File: src/rtl/comp_serial_nbit.sv
// comp_serial_nbit: serial MSB-first magnitude comparator, STEP bits per clock, unsigned/signed
// Optional COMP_SERIAL_EARLY_EXIT_EN: finish on the first differing chunk instead of always taking N cycles.
module comp_serial_nbit #(
    parameter int WIDTH = 8,
    parameter int STEP  = 2
) (
    input  logic             clk,
    input  logic             rst,
    input  logic             start,
    input  logic             signed_mode,
    input  logic [WIDTH-1:0] a,
    input  logic [WIDTH-1:0] b,
    output logic             busy,
    output logic             done,
    output logic             a_eq_b,
    output logic             a_gt_b,
    output logic             a_lt_b
);
    localparam int N  = WIDTH / STEP;
    localparam int CW = $clog2(N + 1);
    typedef enum logic {IDLE, RUN} state_t;
    typedef enum logic [1:0] {D_EQ, D_GT, D_LT} dec_t;
    state_t state_q, state_d;
    dec_t dec_q, dec_d, dec_n;
    logic [WIDTH-1:0] sa_q, sa_d, sb_q, sb_d, msb;
    logic [CW-1:0] cnt_q, cnt_d;
    logic [2:0] flags_q, flags_d;
    logic [STEP-1:0] ca, cb;
    logic done_q, done_d, fin;
    // next state: capture operands in IDLE (MSB flipped in signed mode), compare and shift one chunk per RUN cycle
    always_comb begin
        state_d = state_q;
        sa_d    = sa_q;
        sb_d    = sb_q;
        cnt_d   = cnt_q;
        dec_d   = dec_q;
        flags_d = flags_q;
        done_d  = 1'b0;
        msb     = {signed_mode, {(WIDTH-1){1'b0}}};
        ca      = sa_q[WIDTH-1 -: STEP];
        cb      = sb_q[WIDTH-1 -: STEP];
        dec_n   = (dec_q == D_EQ && ca != cb) ? ((ca > cb) ? D_GT : D_LT) : dec_q;
`ifdef COMP_SERIAL_EARLY_EXIT_EN
        fin     = (cnt_q == CW'(1)) || (dec_n != D_EQ);
`else
        fin     = (cnt_q == CW'(1));
`endif
        if (state_q == IDLE) begin
            if (start) begin
                sa_d    = a ^ msb;
                sb_d    = b ^ msb;
                dec_d   = D_EQ;
                cnt_d   = CW'(N);
                state_d = RUN;
            end
        end else begin
            dec_d = dec_n;
            sa_d  = sa_q << STEP;
            sb_d  = sb_q << STEP;
            cnt_d = cnt_q - CW'(1);
            if (fin) begin
                state_d = IDLE;
                done_d  = 1'b1;
                flags_d = {dec_n == D_EQ, dec_n == D_GT, dec_n == D_LT};
            end
        end
    end
    // state registers; reset aborts any operation and restores the EQ flag
    always_ff @(posedge clk) begin
        if (rst) begin
            state_q <= IDLE;
            sa_q    <= '0;
            sb_q    <= '0;
            cnt_q   <= '0;
            dec_q   <= D_EQ;
            done_q  <= 1'b0;
            flags_q <= 3'b100;
        end else begin
            state_q <= state_d;
            sa_q    <= sa_d;
            sb_q    <= sb_d;
            cnt_q   <= cnt_d;
            dec_q   <= dec_d;
            done_q  <= done_d;
            flags_q <= flags_d;
        end
    end
    assign busy = (state_q == RUN);
    assign done = done_q;
    assign {a_eq_b, a_gt_b, a_lt_b} = flags_q;
endmodule

File: config.mk
export PLATFORM = sky130hd
export DESIGN_NAME = comp_serial_nbit
export DESIGN_NICKNAME = d
export VERILOG_FILES = /design/src/rtl/comp_serial_nbit.sv
export SDC_FILE = /design/constraint.sdc
export NUM_CORES = 1
export LEC_CHECK = 0
export CAP_MARGIN = 15
export CORE_ASPECT_RATIO = 1.2
export CORE_MARGIN = 2
export CORE_UTILIZATION = 50
export DETAILED_ROUTE_END_ITERATION = 8
export PLACE_DENSITY_LB_ADDON = 0.25
export SLEW_MARGIN = 10
export SYNTH_ARGS = -nofsm -noshare
export SYNTH_HDL_FRONTEND = slang
export SYNTH_SLANG_ARGS = --single-unit
export TNS_END_PERCENT = 30
File: constraint.sdc
create_clock -name clk -period 1.55 [get_ports clk]
set_input_delay 0.155 -clock clk [delete_from_list [all_inputs] [get_ports clk]]
set_output_delay 0.155 -clock clk [all_outputs]
set_load 0.02 [all_outputs]
# Word-level counts from Yosys, hierarchy flattened
# Cells that the tools add are included.
# classes
addsub,1
magnitude_cmp,1
n_eq_ne,4
muxes,14
bitwise,3
n_reduce_logical,7
# ops
operator,n
$mux 8,4
$xor 8x8->8,2
$mux 2,4
$mux 3,2
$logic_not 2->1,2
$mux 1,4
$reduce_or 2->1,2
$eq 3x1->1 const B,1
$sub 3x1->3 const B,1
$eq 2x1->1 const B,1
$eq 2x2->1 const B,1
$gt 2x2->1,1
$ne 2x2->1,1
$reduce_and 2->1,1
$reduce_bool 2->1,1
$logic_and 1x1->1,1
$not 1->1,1
# totals
reg_bits,26
inputBits,20
output_inout_bits,5
wordCells,39

# Logic depth before layout (Yosys ltp)
# depth
depth_word,4
depth_mapped,5
ltp_nobuf,5

# Worst setup path after synthesis
# OpenSTA, ideal clock, no wires.
# synth_timing
path_kind,reg-to-reg
start,register sb_q[7]
end,register flags_q[1]
t_arrival_ns,1.159
required_ns,1.433
setup_slack_ns,0.274
stages_incl_launch_ff,6
synth_period_minus_slack_ns,1.276
path_cell_list,dfxtp_1 -> inv_1 -> ha_1 -> a21oi_1 -> or2_0 -> a32o_1
# synth_between
elab_chain_len,4
# synth_lines
item,line_no,source
start: declaration,25,"logic [WIDTH-1:0] sa_q, sa_d, sb_q, sb_d, msb;"
start signal: assignment,73,sb_q <= '0;
start signal: assignment,81,sb_q <= sb_d;
$gt 2x2->1 / $ne 2x2->1 (equally long branches),42,dec_n = (dec_q == D_EQ && ca != cb) ? ((ca > cb) ? D_GT : D_LT) : dec_q;
$mux 2 / $logic_and 1x1->1 (equally long branches),42,
$mux 2 *,42,
$eq 2x1->1 *,64,"flags_d = {dec_n == D_EQ, dec_n == D_GT, dec_n == D_LT};"
end signal: assignment,85,flags_q <= flags_d;
end: declaration,27,"logic [2:0] flags_q, flags_d;"
# Every way passes the cells marked *; elsewhere a longest branch is shown, timed or not.
# A chain may end at the register's enable or synchronous reset.

# Worst setup path in the final report
# layout_timing
start,register flags_q[2]
end,output port a_eq_b
# layout_rtl
item,line_no,source
end: declaration,15,"output logic a_eq_b,"
# No word-level cell between the ends.

==> results.toml <==
[power]
p_seq_share_pct = 57.0
p_sw_share_pct = 26.1
leakage_nw = 0.624
power_mw = 1.29
p_switching_mw = 0.337
p_clk_share_pct = 21.4
max-vdd-ir-drop_uv = 559
p_comb_share_pct = 21.6
p_per_area_mw_per_mm2 = 847
p_int_mw = 0.955

[cells_and_area]
area_delta_synth_final_pct = 23.3
fillerInstances = 217
final_cell_area_mm2 = 0.00153
drive_gt1_share_pct = 14.3
diodes = 0
instances_no_fill = 178
nets = 173

[yosys]
synth_area_leaders = "dfxtp_1 (42%), mux2i_1 (12%), mux2_2 (9.1%)"
yosysTopAreaCellShare_pct = 42.1
synth_warnings = 0
synthArstFlopShare_pct = 0
syn_nets = 147
ys.flop_type = "dfxtp_1"
ys_top_cells_by_count = "dfxtp_1 (26), nor2_1 (24), mux2i_1 (15)"
synth_seq_cells = 26
synth_edf_count = 0
syn_inst = 123
yosysSeqAreaShare_pct = 42.1
syn_avg_cell_area_um2 = 10.1
synth_cell_types = 32
post-synth-top-count-cell = "dfxtp_1"
syn_area_mm2 = 0.00124
yosysTopAreaCell = "dfxtp_1"

[place]
placed_cells = 175
gp_congestion = 0.713
dp_hpwl_um = 1620
io_buffers = 24
placed_area_mm2 = 0.00150

[route]
wl_per_cell_um = 12.3
vias = 927
drc = 0
vias_per_cell = 5.21
dr.pass1.iters = 4
antenna_left = 0
drt_iter0_drc = 21
wirelength_um = 2200

[clock_tree]
h-tree-depth = 1
cts_root_buf = "clkbuf_4"
post_cts_resized = 1
clk_pin_slew_ns = 0.13
clock_latency_ns = 0.31
clockBufferDepth = 2
cts_made_buffers = 3
cts_tree = "yes"
cts_sinks = 26
ctsHoldBuffers = 0
cts_setup_buffers = 0

[worst_setup_path]
path_buf_inv = 1
end_kind = "output pin"
start_kind = "flop"
path_delay_family = "buffers and inverters"
path_cells = "clkdlybuf4s50_1"
worstSetupPathType = "flop to output pin"
cp_data_arrival_time_ns = 1.26
required_ns = 1.39
cp_slowest_stage_delay_ns = 0.60
path_max_fanout = 2
slowest_stage = "clkdlybuf4s50_1"

[floorplanning]
io_pins = 25
row_count = 19
coreArea_mm2 = 0.00233
fp.dieH_um = 58.5
die_x_um = 49.4
start_util_pct = 53.1
dieArea_mm2 = 0.00289

[job]
max_cap_violations = 0

[sta]
slew_headroom_pct = 79.7
worst_pin_slew_ns = 0.305
min_period_ns = 1.42
drv_slew = 0
finalSetupTns_ns = 0
rsz0062_at_grt = "no"
fin_crit_sh_pct = 91.5
setup_violations = 0
clock_skew_ns = 0.00667
fmaxAchievable_mhz = 705
finalHoldViolCount = 0

[hold_path]
hold_path_class = "input port to flop"

[global_route]
grt_pass1_wl_um = 3600
grt_remaining_overflow = 0
grt_max_degree = 21
grt_pass1_vias = 882
antenna_found_initial = 0
grtUsageTotal_pct = 16.3

[status]
status = "completed"
## stage by stage
stage	utilization [%]	hold WS, ns	worst slack (ns)
2_1_floorplan	-	0.239	0.274
3_3_place_gp	64.6	0.448	0.0948
3_5_place_dp	64.6	0.475	0.0453
4_1_cts	65.5	0.440	0.103
5_1_grt	65.5	0.476	0.0785
6_report	65.5	0.450	0.131
## worst register-to-register path, delay by kind of cell, from the launching register on
| kind | cells | cell delay [ns] |
|---|---|---|
| flip-flops | 1 | 0.35 |
| AO/OA/AOI/OAI | 2 | 0.36 |
| AND/OR/NAND/NOR | 1 | 0.21 |
| buffers and inverters | 1 | 0.04 |
| adder cells (fa/ha/maj) | 1 | 0.32 |
## placed cells by master (no fill, tap or decap)
cell type / count
o22ai_1: 1
o32ai_2: 2
buf_12: 1
nor4_1: 1
a211o_1: 1
buf_4: 3
o41ai_1: 1
nand2_1: 3
ha_1: 4
a21oi_1: 3
a32o_1: 1
nor2_1: 24
clkdlybuf4s50_1: 23
clkbuf_4: 3
or2_0: 1
inv_1: 6
o21ai_1: 1
dlygate4sd2_1: 1
o211ai_2: 1
nand2b_1: 1
a311oi_1: 1
or2_1: 1
nor2b_1: 3
o31a_1: 1
mux2i_1: 15
xor2_1: 2
nand3b_1: 1
dfxtp_1: 26
mux2_2: 10
nor3_1: 2
mux2_1: 1
nand3b_2: 1
or2b_1: 1
## power by group through the flow
stage	Combinational [mW]	Clock (mW)	Sequential, mW
2_1_floorplan	0.190	0	0.750
3_3_place_gp	0.271	0	0.749
3_5_place_dp	0.282	0	0.752
4_1_cts	0.283	0.294	0.737
5_1_grt	0.308	0.305	0.741
6_report	0.280	0.276	0.736
## routing by layer
metal / part of all wire (%) / wire length [um] / track usage [%]
met1: 42 / 930 / 16.6
met2: 51 / 1130 / 29.9
met3: 3.6 / 78 / 2.79
met4: 2.6 / 57 / 11.9
met5: 0 / 0 / 0
## path summary, 6_finish.rpt
kind,start,endpoint,slack (ns),cells past startpoint
worst max-delay path,flags_q[2]$_SDFFE_PP1P_,a_eq_b,0.13,1
worst min-delay path,b[1],sb_q[1]$_SDFFE_PP0P_,0.45,3
worst max register to register,sb_q[7]$_SDFFE_PP0P_,flags_q[1]$_SDFFE_PP0P_,0.17,5
worst min register to register,flags_q[2]$_SDFFE_PP1P_,flags_q[2]$_SDFFE_PP1P_,0.50,1
## flip-flops by register name, summed over array words and instances, names as in the netlist
register,flops
sa_q,8
sb_q,8
cnt_q,3
flags_q,3
dec_q,2
busy,1
done,1
## logic make-up after synthesis
kind of cell | after synthesis | synth area share [%]
AOI/OAI and AO/OA | 13 | 9.40
xor gates and xnor gates | 2 | 1.42
adders and majority gates | 4 | 4.04
buffers and inverters | 13 | 6.27
DFF | 26 | 42.1
muxes | 26 | 22.1
and+or+nand+nor | 39 | 14.7
## layout make-up
class / instances / area, um2 / share of cell area [%]
sequential: 26 / 520 / 34.1
clock buffer: 3 / 22.5 / 1.48
inverter: 6 / 22.5 / 1.48
tap: 31 / 38.8 / 2.54
multi-input combinational: 84 / 639 / 41.9
timing repair buffer: 28 / 282 / 18.5
Power figures use the tool's default switching activity.
